$ cat src/rtl/mem_arbiter_pkg.sv
// Shared types and constants for the unified-memory arbiter.
package mem_arbiter_pkg;

  localparam int unsigned LATENCY_DEFAULT = 2;
  localparam int unsigned CNT_W           = 4;

  typedef enum logic [1:0] {
    IDLE    = 2'd0,
    DATA    = 2'd1,
    FETCH   = 2'd2,
    RELEASE = 2'd3
  } arb_state_e;

endpackage

$ cat src/rtl/arb_wait_counter.sv
// Memory wait counter: clears on load, counts 0..LATENCY-1 while enabled and wraps.
module arb_wait_counter
  import mem_arbiter_pkg::*;
#(
  parameter int unsigned LATENCY = LATENCY_DEFAULT
) (
  input  logic clk_i,
  input  logic reset_i,
  input  logic load_i,
  input  logic en_i,
  output logic tc_o
);

  localparam logic [CNT_W-1:0] TC = CNT_W'(LATENCY - 1);

  logic [CNT_W-1:0] cnt_q, cnt_d;

  assign tc_o = (cnt_q == TC);

  always_comb begin
    cnt_d = cnt_q;
    if (load_i) begin
      cnt_d = '0;
    end else if (en_i) begin
      cnt_d = tc_o ? '0 : cnt_q + 1'b1;
    end
  end

  always_ff @(posedge clk_i) begin
    if (reset_i) begin
      cnt_q <= '0;
    end else begin
      cnt_q <= cnt_d;
    end
  end

endmodule

$ cat src/rtl/mem_arbiter.sv
// Serialises MEM-stage data and instruction fetch onto one fixed-latency memory.
// MEMARB_ALIGN_CHECK_EN: suppress misaligned accesses and raise sticky err.
module mem_arbiter
  import mem_arbiter_pkg::*;
#(
  parameter int unsigned LATENCY = LATENCY_DEFAULT,
  parameter int unsigned ADDR_W  = 32
) (
  input  logic              clk,
  input  logic              reset,
  input  logic              if_req,
  input  logic [ADDR_W-1:0] if_addr,
  output logic [31:0]       if_rdata,
  output logic              if_ready,
  input  logic              dm_req,
  input  logic              dm_we,
  input  logic [ADDR_W-1:0] dm_addr,
  input  logic [31:0]       dm_wdata,
  output logic [31:0]       dm_rdata,
  output logic              dm_ready,
  output logic              stall_out,
  output logic              mem_en,
  output logic              mem_we,
  output logic [ADDR_W-1:0] mem_addr,
  output logic [31:0]       mem_wdata,
  input  logic [31:0]       mem_rdata,
  output logic              err
);

  localparam logic [ADDR_W-1:0] WORD_MASK = ~ADDR_W'(3);

  arb_state_e        state_q, state_d;
  logic              lat_if_q, lat_dm_q, lat_we_q;
  logic [ADDR_W-1:0] lat_if_addr_q, lat_dm_addr_q;
  logic [31:0]       lat_wdata_q;
  logic [31:0]       if_rdata_q, dm_rdata_q;
  logic              any_req, in_access, tc, mis, done, cnt_load;

  assign any_req   = if_req | dm_req;
  assign in_access = (state_q == DATA) || (state_q == FETCH);

`ifdef MEMARB_ALIGN_CHECK_EN
  logic err_q;
  assign mis = ((state_q == DATA)  && (lat_dm_addr_q[1:0] != 2'b00)) ||
               ((state_q == FETCH) && (lat_if_addr_q[1:0] != 2'b00));
  assign err = err_q;
`else
  assign mis = 1'b0;
  assign err = 1'b0;
`endif

  // A suppressed access still occupies its slot for one cycle.
  assign done     = tc | mis;
  assign cnt_load = (state_d != state_q);

  arb_wait_counter #(.LATENCY(LATENCY)) u_wait (
    .clk_i   (clk),
    .reset_i (reset),
    .load_i  (cnt_load),
    .en_i    (in_access),
    .tc_o    (tc)
  );

  always_comb begin
    state_d = state_q;
    unique case (state_q)
      IDLE:    if (any_req) state_d = dm_req ? DATA : FETCH;
      DATA:    if (done)    state_d = lat_if_q ? FETCH : RELEASE;
      FETCH:   if (done)    state_d = RELEASE;
      RELEASE:              state_d = IDLE;
      default:              state_d = IDLE;
    endcase
  end

  always_comb begin
    mem_en    = in_access && !mis;
    mem_we    = (state_q == DATA) && lat_we_q && !mis;
`ifdef MEMARB_ALIGN_CHECK_EN
    mem_addr  = (state_q == DATA) ? lat_dm_addr_q : lat_if_addr_q;
`else
    mem_addr  = ((state_q == DATA) ? lat_dm_addr_q : lat_if_addr_q) & WORD_MASK;
`endif
    mem_wdata = lat_wdata_q;
    if_ready  = (state_q == RELEASE) && lat_if_q;
    dm_ready  = (state_q == RELEASE) && lat_dm_q;
    stall_out = !reset && (((state_q == IDLE) && any_req) || in_access);
  end

  assign if_rdata = if_rdata_q;
  assign dm_rdata = dm_rdata_q;

  always_ff @(posedge clk) begin
    if (reset) begin
      state_q       <= IDLE;
      lat_if_q      <= 1'b0;
      lat_dm_q      <= 1'b0;
      lat_we_q      <= 1'b0;
      lat_if_addr_q <= '0;
      lat_dm_addr_q <= '0;
      lat_wdata_q   <= '0;
      if_rdata_q    <= '0;
      dm_rdata_q    <= '0;
`ifdef MEMARB_ALIGN_CHECK_EN
      err_q         <= 1'b0;
`endif
    end else begin
      state_q <= state_d;
      if ((state_q == IDLE) && any_req) begin
        lat_if_q      <= if_req;
        lat_dm_q      <= dm_req;
        lat_we_q      <= dm_we;
        lat_if_addr_q <= if_addr;
        lat_dm_addr_q <= dm_addr;
        lat_wdata_q   <= dm_wdata;
      end
      if ((state_q == DATA) && tc && !lat_we_q && !mis) dm_rdata_q <= mem_rdata;
      if ((state_q == FETCH) && tc && !mis)             if_rdata_q <= mem_rdata;
`ifdef MEMARB_ALIGN_CHECK_EN
      if (mis) err_q <= 1'b1;
`endif
    end
  end

endmodule

$ cat config.mk
export PLATFORM = sky130hd
export DESIGN_NAME = mem_arbiter
export DESIGN_NICKNAME = d
export VERILOG_FILES = /design/src/rtl/mem_arbiter_pkg.sv /design/src/rtl/arb_wait_counter.sv /design/src/rtl/mem_arbiter.sv
export SDC_FILE = /design/constraint.sdc
export NUM_CORES = 1
export LEC_CHECK = 0
export BUFFER_PORTS_ARGS = -buffer_cell sky130_fd_sc_hd__buf_2
export CORE_MARGIN = 8
export CORE_UTILIZATION = 25
export CTS_CLUSTER_DIAMETER = 120
export CTS_CLUSTER_SIZE = 10
export DETAILED_ROUTE_END_ITERATION = 8
export PLACE_DENSITY_LB_ADDON = 0.05
export SYNTH_ARGS = -nofsm -noshare
export SYNTH_HDL_FRONTEND = slang
export SYNTH_HIERARCHICAL = 1
export SYNTH_SLANG_ARGS = --single-unit
$ cat constraint.sdc
create_clock -name clk -period 2.2 [get_ports clk]
set_input_delay 0.44 -clock clk [delete_from_list [all_inputs] [get_ports clk]]
set_output_delay 0.44 -clock clk [all_outputs]
set_load 0.005 [all_outputs]
Word-level counts from Yosys, hierarchy flattened
Index checks and enable logic that the tools add are counted.
{ "totals": {"in_bits": 133, "ff_bits": 169, "elab_cells": 39, "output_inout_bits": 134} }
{ "op_classes": {"n_eq_ne": 5, "bitwise_logic": 1, "addsub": 1, "reduce_logical": 14, "mux": 8} }
{ "ops": {"columns": ["op", "n"], "rows": [
  ["$mux 32", 1],
  ["$logic_and 1x1->1", 8],
  ["$mux 2", 4],
  ["$pmux 2 s4", 1],
  ["$add 4x1->4 const B", 1],
  ["$eq 2x2->1 const B", 2],
  ["$eq 4x1->1 const B", 1],
  ["$mux 4", 1],
  ["$eq 2x1->1 const B", 1],
  ["$logic_not 1->1", 2],
  ["$logic_not 2->1", 1],
  ["$logic_or 1x1->1", 2],
  ["$ne 2x2->1", 1],
  ["$reduce_or 2->1", 1],
  ["$mux 1", 1],
  ["$or 1x1->1", 1]
]} }

Logic depth before layout (Yosys ltp)
Gate-level depths: netlist of run 1.
{ "logic_depth": {"word_depth": 5, "depth_mapped": 8, "ltp_nobuf": 7} }

Modules after synthesis
The synthesis of run 1 kept the hierarchy.
{ "modules_own_cells": {"columns": ["module", "cells_per_inst", "instances", "area_per_inst_um2", "seq_area_each_um2"], "rows": [
  ["mem_arbiter", 762, 1, 6143.4, 3223.1],
  ["arb_wait_counter", 20, 1, 197.7, 80.1]
]} }

Worst setup path before layout of run 1
OpenSTA, ideal clock, no wires.
{ "synth_path": {"path_type": "flip-flop to flip-flop", "startpoint": "reg u_wait.cnt_q[2]", "endpoint": "reg u_wait.cnt_q[1]", "path_buffers": 0, "synth_period_minus_slack_ps": 2308, "required_ps": 2140, "stages_incl_launch_ff": 8, "t_arrival_ps": 2248, "setup_slack_ps": -108, "setup_ps": 60, "path_cell_list": "dfxtp_1 > or2_2 > nor3b_1 > a21boi_1 > o311a_1 > a221o_1 > a211oi_1 > a32o_1"} }
{ "synth_between": {"elab_chain_len": 5, "elab_cells_between_ends": 7, "cone_classes": "2 x eq/ne; 4 x mux; 1 x reduce/logical"} }
{ "synth_lines": {"columns": ["element", "line", "text"], "rows": [
  ["from (decl)", "arb_wait_counter.sv:16", "logic [CNT_W-1:0] cnt_q, cnt_d;"],
  ["from (signal assigned)", "arb_wait_counter.sv:33", "cnt_q <= cnt_d;"],
  ["$eq 4x1->1 *", "arb_wait_counter.sv:18", "assign tc_o = (cnt_q == TC);"],
  ["net done", "mem_arbiter.sv:37", "logic any_req, in_access, tc, mis, done, cnt_load;"],
  ["$mux 2, on equally long branches", "mem_arbiter.sv:69, mem_arbiter.sv:68", null],
  ["$pmux 2 s4 *", "mem_arbiter.sv:66", "unique case (state_q)"],
  ["$ne 2x2->1 *", "mem_arbiter.sv:54", "assign cnt_load = (state_d != state_q);"],
  ["net cnt_load", "mem_arbiter.sv:37", null],
  ["$reduce_or 2->1 (no source line) *", null, null]
]} }
The timed path passes the listed nets; every way through them passes the cells marked *.
A chain may end at the register's enable or synchronous reset.

Worst setup path in the final report of run 1
{ "layout_path": {"startpoint": "reg state_q[1]", "endpoint": "out mem_addr[14]"} }
{ "layout_between": {"elab_chain_len": 2} }
{ "layout_lines": {"columns": ["element", "line", "text"], "rows": [
  ["from (decl)", "mem_arbiter.sv:32", "arb_state_e state_q, state_d;"],
  ["from (signal assigned)", "mem_arbiter.sv:107", "state_q <= state_d;"],
  ["$eq 2x1->1", "mem_arbiter.sv:81", "mem_addr = ((state_q == DATA) ? lat_dm_addr_q : lat_if_addr_q) & WORD_MASK;"],
  ["$mux 32", "mem_arbiter.sv:81", null],
  ["to (decl)", "mem_arbiter.sv:24", "output logic [ADDR_W-1:0] mem_addr,"]
]} }
No other way between the ends.

==> parameters.txt, run 1 <==
Parameter                              Value

Outcome
  Run status    finished, final reports clean

Worst setup path
  CP max FO    8
  Critical path type    reg2out
  Required time at the worst-slack endpoint    1760 ps
  CP Data Arrival Time    1700 ps
  Critical path's largest stage delay    350 ps
  Kind of capture point of the worst setup path    primary output
  Startpoint of the worst register-to-register path    u_wait/cnt_q[2]
  Reg2reg setup slack    110 ps
  Cell type group with the largest total delay on the critical path    buffers and inverters
  Crit path cell chain    inv_4 -> ha_4 -> clkbuf_16 -> mux2_2 -> buf_2
  Startpoint types    register
  Slowest-stage cell, CP    sky130_fd_sc_hd__dfxtp_4
  Crit Reg-Reg Endpoint    u_wait/cnt_q[3]
  Cells on worst reg2reg path    7
  CP Buf/Inv Count    3

Hold path
  Hold Path End    lat_dm_addr_q[17]
  Cells on Worst Hold Path    3
  Worst min-delay path class    in2reg
  Hold Path Origin    dm_addr[17]

Route
  Routed metal-1 wirelength    9780 um
  Highest routed layer    met5
  Total number of vias    5996
  Average wire per standard cell    15.7 um
  Number of DRC markers in iteration 0    just over 300
  Routed length on met3    around 1500 um
  Vias per inst    4.35
  Met2 wirelength from detailed routing    10100 um
  Number of remaining DRC errors    0
  Count of nets left with antenna violations after detail routing    0
  Number of iterations in the first detailed-routing pass    4
  Total Routed Length    around 22000 um

Global route
  Final global-route overflow total    0
  Global-route wire length before repair    33900 um
  Via count of the first global-routing pass    6113
  Pin count of the biggest net entering global routing    a little under 100
  Total track usage    around 14%
  Initial antenna violation count    5

Placed design
  DP HPWL    15000 um
  Placed Instance Area    8000 um2
  Number of buffers inserted by port buffering    approximately 260
  Placer congestion estimate    just over 0.7
  Cell count after placement    1339

Synthesis
  Post-synth design cell area    between 6000 and 7000 um2
  Count of flip-flops with a built-in enable after synthesis    0
  Async set-or-reset flop fraction in the synthesized netlist    0%
  Largest area contributor in the synthesized netlist    sky130_fd_sc_hd__dfxtp_1
  Synthesized netlist cell count    782
  Most frequent cell after synthesis    sky130_fd_sc_hd__nand2_1
  Count of synthesis-stage warnings from yosys    6
  Synth unique cells    38
  Synth Flop Type    sky130_fd_sc_hd__dfxtp_1
  Dominant cells by area after synthesis    sky130_fd_sc_hd__dfxtp_1 (52%), sky130_fd_sc_hd__nand2_1 (19%), sky130_fd_sc_hd__a21oi_1 (13%)
  Yosys reg bits    165
  Portion of the post-synthesis area used by sequential elements    52.1%
  Area share of the leading cell type in the synthesized netlist    52.1%
  Ranking of synthesized cells by instance count    sky130_fd_sc_hd__nand2_1 (319), sky130_fd_sc_hd__dfxtp_1 (165), sky130_fd_sc_hd__a21oi_1 (160), sky130_fd_sc_hd__mux2_2 (32), sky130_fd_sc_hd__buf_2 (22)
  Mean cell area of the mapped netlist    a little over 8 um2

Clock network
  Root buf cell    sky130_fd_sc_hd__clkbuf_16
  Clock sinks    165
  Clock-pin slew on the worst setup and hold paths    80 ps
  Clock tree buffer depth    2
  TritonCTS clock tree    yes
  Insertion delay to the later sink of the worst-skew pair    approximately 420 ps
  Number of buffers inserted for hold repair after clock tree synthesis    0
  H-tree depth    4
  TritonCTS Buffers    17

Die
  Placeable core region    25000 um2
  Die Outline Area    30700 um2
  Number of top-level pins    267
  Number of standard-cell rows in the floorplan    58
  Die X    approximately 180 um
  Die Y    175 um
  Starting density of the core    25.3%

Cells and area
  Final core area utilization    34.9%
  Share of post-route cells with drive strength above 1    35.0%
  Filler Cell Count    2731
  Non-Filler Cell Area, Final    8730 um2
  Count of nets after finishing    1172
  Layout overhead on the synthesized area    37.7%
  Final cell count without fillers    roughly 1400

STA
  Fmax    467 MHz
  RSZ-0062 raised after global routing    true
  Finish-stage setup viols    0
  Clock tree skew after final layout    14.9 ps
  Tmin final    around 2100 ps
  Tcrit/Tclk final    97.3%
  Count of final hold-check violations    0
  Count of pins over their slew limit    0

Run
  Count of max-cap constraint violations    0

Power
  Max IR drop VDD    ~0.56 mV
  Power density over the cells    1160 nW/um2
  Power Total    10.2 mW
  Leak pwr    3.91 nW
==> stage by stage <==
step	hold slack [ps]	setup TNS, ps	setup WS, ps
6_report	248	0	58.6
5_1_grt	229	-97.3	-37.5
4_1_cts	225	0	2.95
3_5_place_dp	443	0	107
3_3_place_gp	440	0	116
2_1_floorplan	432	0	99.6
==> power breakdown <==
group / internal, mW / switching [mW]
clock: 1.61 / 1.37
combinational: 1.59 / 1.90
sequential: 3.45 / 0.230
==> cell usage in the layout (no fill, tap or decap), types with 2 or more instances in the layout <==
cell / count
sky130_fd_sc_hd__a21oi_1: 160
sky130_fd_sc_hd__and2_1: 4
sky130_fd_sc_hd__buf_12: 7
sky130_fd_sc_hd__buf_2: 257
sky130_fd_sc_hd__buf_4: 25
sky130_fd_sc_hd__clkbuf_1: 2
sky130_fd_sc_hd__clkbuf_16: 19
sky130_fd_sc_hd__clkinv_2: 2
sky130_fd_sc_hd__clkinv_4: 2
sky130_fd_sc_hd__conb_1: 3
sky130_fd_sc_hd__dfxtp_1: 163
sky130_fd_sc_hd__ha_1: 2
sky130_fd_sc_hd__inv_1: 2
sky130_fd_sc_hd__inv_6: 3
sky130_fd_sc_hd__inv_8: 5
sky130_fd_sc_hd__mux2_2: 30
sky130_fd_sc_hd__mux2_4: 2
sky130_fd_sc_hd__nand2_1: 319
sky130_fd_sc_hd__nor2_1: 4
sky130_fd_sc_hd__nor3_1: 5
sky130_fd_sc_hd__nor3b_2: 2
==> worst max path at each step <==
stage	from	endpoint	slack, ps	cells past startpoint
floorplan	u_wait/cnt_q[2]	u_wait/cnt_q[1]	100	7
global placement	state_q[0]	u_wait/cnt_q[3]	120	7
detailed placement	state_q[0]	u_wait/cnt_q[3]	110	7
CTS	state_q[1]	mem_addr[30]	3	5
global route	u_wait/cnt_q[2]	u_wait/cnt_q[2]	-40	7
finish	state_q[1]	mem_addr[14]	60	5
==> final cells by class <==
class / count / area, um2 / area share [%]
multi-input combinational: 556 / 2740 / 31.4
antenna: 1 / 2.50 / 0.0287
clock inverter: 13 / 140 / 1.61
timing repair buffer: 292 / 1680 / 19.2
sequential: 165 / 3310 / 37.9
inverter: 3 / 13.8 / 0.158
tap: 330 / 413 / 4.73
clock buffer: 19 / 433 / 4.96
==> flip-flops by register name, indices dropped and copies added, names as in the netlist <==
signal         flops
if_rdata          32
lat_we_q           1
dm_rdata          32
lat_if_q           1
lat_dm_q           1
lat_if_addr_q     30
state_q            2
u_wait/cnt_q       4
lat_dm_addr_q     30
mem_wdata         32
==> metal layers <==
layer,vias up,track usage (%)
li1,3067,-
met1,2751,17.0
met2,157,22.2
met3,15,5.26
met4,6,2.72
met5,-,0
==> kinds of logic after synthesis <==
logic type	synth area share, %
compound gates	14.4
xor+xnor	0.138
fa+ha+maj	0.789
buf+inv	5.58
flops	52.1
mux	5.86
other cells	0.0591
simple gates	21.1
==> worst reg2reg max path, cell delays in order (launching register included) <==
cell and delay [ps]:
sky130_fd_sc_hd__dfxtp_1 330, sky130_fd_sc_hd__or2_2 320, sky130_fd_sc_hd__nor3b_2 200, sky130_fd_sc_hd__a21boi_1 140
sky130_fd_sc_hd__o311a_1 310, sky130_fd_sc_hd__a221o_2 390, sky130_fd_sc_hd__nor3b_1 210, sky130_fd_sc_hd__mux2_1 150
==> timing repair <==
action | in CTS | in global routing
setup buffers | 0 | 5
gates resized for setup | 7 | 12
cloned | 0 | 2
endpoints found under the setup margin | 31 | 34
Power figures use the tool's default switching activity.
==> inputs of run 2 (changes only) <==
Settings changed: CTS_CLUSTER_DIAMETER 120 to 40, SETUP_SLACK_MARGIN set to 0.15.
==> run 2 against run 1 <==
Combinational power rose by 9.4%. Flip-flop and latch count unchanged. Routed wire length up 0.87%. First-iteration DRC count decreased by 29%. Sequential power barely moved. Total power grew 2.7%. Non-clock buffer count fell by 4. Core utilization rose by 0.83 points. Largest cell class unchanged. Highest routed layer unchanged.
==> parameters.txt, run 2 (synthesis results as in run 1) <==
Parameter                              Value

Route
  Met2 wirelength from detailed routing    ~10000 um
  Average wire per standard cell    between 15 and 20 um
  Routed length on met3    1680 um
  Number of remaining DRC errors    0
  Routed metal-1 wirelength    9790 um
  Number of iterations in the first detailed-routing pass    4
  Count of nets left with antenna violations after detail routing    0
  Total Routed Length    around 22000 um
  Vias per inst    between 4 and 5
  Highest routed layer    met5
  Total number of vias    5969
  Number of DRC markers in iteration 0    220

Cells and area
  Final core area utilization    between 30% and 40%
  Commonest non-fill, non-tap cells in the layout    sky130_fd_sc_hd__nand2_1 (319), sky130_fd_sc_hd__buf_2 (241), sky130_fd_sc_hd__dfxtp_1 (162)
  Most common library cell in the layout ignoring fill and taps    sky130_fd_sc_hd__nand2_1
  Filler Cell Count    2726
  Non-Filler Cell Area, Final    8940 um2
  Final cell count without fillers    1374
  Count of nets after finishing    1168
  Share of post-route cells with drive strength above 1    35.7%
  Layout overhead on the synthesized area    41.0%

Clock network
  Clock-pin slew on the worst setup and hold paths    70 ps
  Root buf cell    sky130_fd_sc_hd__clkbuf_16
  Clock sinks    165
  Clock tree buffer depth    2
  TritonCTS clock tree    yes
  TritonCTS Buffers    17
  Insertion delay to the later sink of the worst-skew pair    420 ps
  H-tree depth    4

Placed design
  Placed Instance Area    just under 8000 um2
  DP HPWL    14800 um
  Placer congestion estimate    0.724
  Pre-CTS setup slack    86.2 ps
  Cell count after placement    1329
  Number of buffers inserted by port buffering    around 260

STA
  Tcrit/Tclk final    98.4%
  Fmax    462 MHz
  Tmin final    between 2000 and 2500 ps
  Finish-stage setup viols    0
  Clock tree skew after final layout    9.37 ps
  Hold slack    249 ps
  Measured slew at the worst slew-check pin    549 ps
  Final setup TNS    0 ps
  Max-slew headroom    63.4%
  RSZ-0062 raised after global routing    true
  Worst Setup Slack, final    35.9 ps
  Count of final hold-check violations    0
  Count of pins over their slew limit    0

Global route
  Via count of the first global-routing pass    6158
  Initial antenna violation count    5
  Total track usage    between 10 and 15%
  Final global-route overflow total    0
  Global-route wire length before repair    34100 um
  Pin count of the biggest net entering global routing    109

Worst setup path
  Critical path's largest stage delay    350 ps
  Slowest-stage cell, CP    sky130_fd_sc_hd__mux2_2
  Kind of capture point of the worst setup path    primary output
  Startpoint types    register
  Critical path type    reg2out
  CP max FO    12
  Required time at the worst-slack endpoint    1760 ps
  CP Data Arrival Time    1720 ps
  Crit path cell chain    inv_2 -> ha_4 -> buf_12 -> mux2_2 -> buf_2

Die
  Number of top-level pins    267
  Die X    between 150 and 200 um
  Number of standard-cell rows in the floorplan    58
  Placeable core region    25000 um2
  Starting density of the core    25.3%
  Die Outline Area    30700 um2
  Die Y    175 um

Power
  Leak pwr    between 3 and 4 nW
  Power Total    10.4 mW
  Max IR drop VDD    0.410 mV
  Power density over the cells    1170 nW/um2

Outcome
  Run status    finished, final reports clean

Hold path
  Worst min-delay path class    in2reg

Run
  Count of max-cap constraint violations    0
## run 2: cell types whose count changed in the layout (fill, tap and decap cells not counted), sizes merged
cell,before,now
buf,290,288
clkbuf,21,19
clkinv,4,2
clkinvlp,0,5
inv,11,7
## run 2: critical path, delay by kind of cell (launching register included)
kind | cells | cell delay [ps]
buffers and inverters | 3 | 380
adders and majority gates | 1 | 250
muxes | 1 | 350
DFF | 1 | 330
## run 2: report_power, final
| group | switching [mW] | total [mW] | internal, mW |
|---|---|---|---|
| clock | 1.30 | 2.90 | 1.61 |
| sequential | 0.243 | 3.70 | 3.45 |
| combinational | 2.01 | 3.83 | 1.81 |
## run 2: path summary, 6_finish.rpt
path              startpoint         endpoint  slack (ps)  depth (start not counted)
max               state_q[1]      mem_addr[6]          40                          5
min             dm_wdata[22]    mem_wdata[22]         250                          3
max reg2reg  u_wait/cnt_q[2]  u_wait/cnt_q[2]         160                          7
min reg2reg     mem_wdata[8]     mem_wdata[8]         450                          2
## run 2: final cells by class
type,instances,area [um2],share of cell area (%)
antenna,1,2.50,0.0280
clock buffer,19,443,4.96
clock inverter,12,123,1.37
inverter,3,11.3,0.126
multi-input combinational,556,2850,31.9
sequential,165,3310,37.0
tap,330,413,4.62
timing repair buffer,288,1780,19.9
## run 2: routing by layer
metal / GRT usage [%] / vias to the layer above
met5: 0 / -
met4: 3.64 / 8
met3: 5.52 / 25
met2: 22.2 / 159
met1: 16.9 / 2733
li1: - / 3044
## run 2: what timing repair did
item,4_1_cts,5_1_grt
gates cloned,2,0
gates resized for setup,43,21
setup buffers,9,2
setup endpoints to repair,36,35
pin swaps,2,7
hold buffers,0,0
==> inputs of run 3 (changes only) <==
--- a/config.mk
+++ b/config.mk
@@ -12,4 +12,5 @@
 export CTS_CLUSTER_SIZE = 10
 export DETAILED_ROUTE_END_ITERATION = 8
+export MAX_ROUTING_LAYER = met4
 export PLACE_DENSITY_LB_ADDON = 0.05
 export SETUP_SLACK_MARGIN = 0.15
==> constraint.sdc (replaced) <==
create_clock -name clk -period 2.2 [get_ports clk]
set_input_delay 0.11 -clock clk [delete_from_list [all_inputs] [get_ports clk]]
set_output_delay 0.11 -clock clk [all_outputs]
set_load 0.005 [all_outputs]
==> run 3 against run 2 <==
Register-to-register slack improved by 30 ps. Clock skew grew 4.0 ps. Critical path depth increased by 2. Via count is 7.3% higher. Clock power grew 7.6%. Critical endpoint is now u_wait/cnt_q[2].
==> parameters.txt, run 3 (synthesis results as in run 1) <==
Parameter                              Value

STA
  RSZ-0062 raised after global routing    true
  Clock tree skew after final layout    13.4 ps
  Measured slew at the worst slew-check pin    827 ps
  Max-slew headroom    44.9%
  Count of final hold-check violations    0
  Finish-stage setup viols    0
  Hold slack    161 ps
  Tmin final    approximately 2000 ps
  Fmax    498 MHz
  Tcrit/Tclk final    91.3%
  Count of pins over their slew limit    0
  Final setup TNS    0 ps

Hold path
  Cells on Worst Hold Path    3
  Worst min-delay path class    in2reg
  Hold Path Origin    dm_req
  Hold Path End    lat_dm_q

Run
  Count of max-cap constraint violations    0

Worst setup path
  Critical path's largest stage delay    400 ps
  Stages on the worst setup path    7
  Kind of capture point of the worst setup path    register
  Crit path cell chain    or2_4 -> nor3b_4 -> a21boi_2 -> o311a_1 -> a221o_2 -> nor3_2 -> mux2_2
  CP max FO    7
  Critical path type    reg2reg
  Reg2reg setup slack    190 ps
  Required time at the worst-slack endpoint    roughly 2600 ps
  Slowest-stage cell, CP    sky130_fd_sc_hd__a221o_2
  Startpoint types    register
  Startpoint of the worst register-to-register path    u_wait/cnt_q[2]
  Cell type group with the largest total delay on the critical path    compound AO/OA/AOI/OAI gates
  CP Data Arrival Time    between 2000 and 2500 ps
  CP Buf/Inv Count    0
  Crit Reg-Reg Endpoint    u_wait/cnt_q[2]
  Cells on worst reg2reg path    7

Clock network
  H-tree depth    4
  Clock tree buffer depth    2
  Clock-pin slew on the worst setup and hold paths    60 ps
  TritonCTS Buffers    17
  Root buf cell    sky130_fd_sc_hd__clkbuf_16
  Insertion delay to the later sink of the worst-skew pair    420 ps
  TritonCTS clock tree    yes
  Clock sinks    165

Power
  Proportion of power drawn by the clock network    29.9%
  Internal power contribution    a little under 7 mW
  Power density over the cells    1050 nW/um2
  Relative contribution of sequential cells to total power    35.1%
  Leak pwr    4.38 nW
  Part of the total power dissipated in combinational logic    35.0%
  Net switching power of the design    ~3.5 mW
  Switching fraction of total power    33.8%
  Max IR drop VDD    around 0.52 mV

Die
  Starting density of the core    about 25%
  Placeable core region    25000 um2
  Die Y    175 um
  Number of standard-cell rows in the floorplan    58
  Number of top-level pins    267
  Die Outline Area    ~30000 um2
  Die X    approximately 180 um

Global route
  Initial antenna violation count    1
  Final global-route overflow total    0
  Total track usage    15.1%
  Global-route wire length before repair    about 37000 um
  Via count of the first global-routing pass    6865
  Pin count of the biggest net entering global routing    between 60 and 70

Route
  Average wire per standard cell    15.3 um
  Number of iterations in the first detailed-routing pass    4
  Number of remaining DRC errors    0
  Vias per inst    4.29
  Total Routed Length    22900 um
  Total number of vias    6407
  Number of DRC markers in iteration 0    approximately 250
  Count of nets left with antenna violations after detail routing    0

Cells and area
  Filler Cell Count    2621
  Commonest non-fill, non-tap cells in the layout    sky130_fd_sc_hd__nand2_1 (319), sky130_fd_sc_hd__buf_2 (258), sky130_fd_sc_hd__dfxtp_1 (163)
  Share of post-route cells with drive strength above 1    about 30%
  Count of nets after finishing    1286
  Layout overhead on the synthesized area    57.2%
  Most common library cell in the layout ignoring fill and taps    sky130_fd_sc_hd__nand2_1

Placed design
  Number of buffers inserted by port buffering    259
  Placer congestion estimate    0.736
  DP HPWL    approximately 15000 um

Outcome
  Run status    finished, final reports clean
-- run 3: layer usage --
layer,track usage (%),share of wire [%],routed length (um)
met5,-,0,0
met2,23.9,46,10600
met3,4.42,5.6,1290
met4,3.57,0.91,208
met1,18.7,47,10800
-- run 3: per-stage QoR --
step                utilization, %  instance area, um2  setup WS [ps]  cells  total power [mW]
CTS                           39.6                9920            150   1492              10.6
global placement              32.0                8020           72.2   1333              7.12
floorplan                        -                6360            147    784              5.81
global route                  39.8                9970            119   1493              11.2
finish                        39.8                9970            192   1493              10.5
detailed placement            32.0                8020           66.9   1333              7.10
-- run 3: what timing repair did --
| action | 4_1_cts | 5_1_grt |
|---|---|---|
| cloned | 1 | 0 |
| gates resized for setup | 7 | 11 |
| pin swaps | 1 | 6 |
| endpoints found under the hold margin | 157 | 0 |
| endpoints found under the setup margin | 23 | 33 |
| hold buffers | 125 | 0 |
| buffers inserted | 1 | 0 |
-- run 3: final cells by class --
cell class                      count  area [um2]  share of cell area, %
Clock inverter                     12         171                   1.72
Multi-Input combinational cell    557        2770                   27.8
Antenna cell                        1        2.50                 0.0251
Sequential cell                   165        3310                   33.2
Timing Repair Buffer              405        2850                   28.6
Clock buffer                       20         437                   4.38
Inverter                            3        11.3                  0.113
Tap cell                          330         413                   4.14
-- run 3: worst max path at each step --
| stage | from | endpoint |
|---|---|---|
| final | u_wait/cnt_q[2] | u_wait/cnt_q[2] |
| after CTS | state_q[1] | u_wait/cnt_q[2] |
| after detailed placement | state_q[1] | u_wait/cnt_q[1] |
| after floorplan | u_wait/cnt_q[2] | u_wait/cnt_q[1] |
| after global routing | u_wait/cnt_q[2] | u_wait/cnt_q[1] |
| after global placement | state_q[1] | u_wait/cnt_q[1] |
-- run 3: power groups by stage --
stage               clock (mW)  combinational [mW]  sequential [mW]
global route              3.37                4.07             3.74
CTS                       3.25                3.65             3.67
detailed placement           0                3.37             3.74
global placement             0                3.39             3.74
finish                    3.12                3.66             3.67
floorplan                    0                2.09             3.72
-- run 3: worst register-to-register path, cell delays in order (launching register included) --
cell and delay, ps:
sky130_fd_sc_hd__dfxtp_2 340, sky130_fd_sc_hd__or2_4 260, sky130_fd_sc_hd__nor3b_4 210, sky130_fd_sc_hd__a21boi_2 100
sky130_fd_sc_hd__o311a_1 310, sky130_fd_sc_hd__a221o_2 400, sky130_fd_sc_hd__nor3_2 170, sky130_fd_sc_hd__mux2_2 160
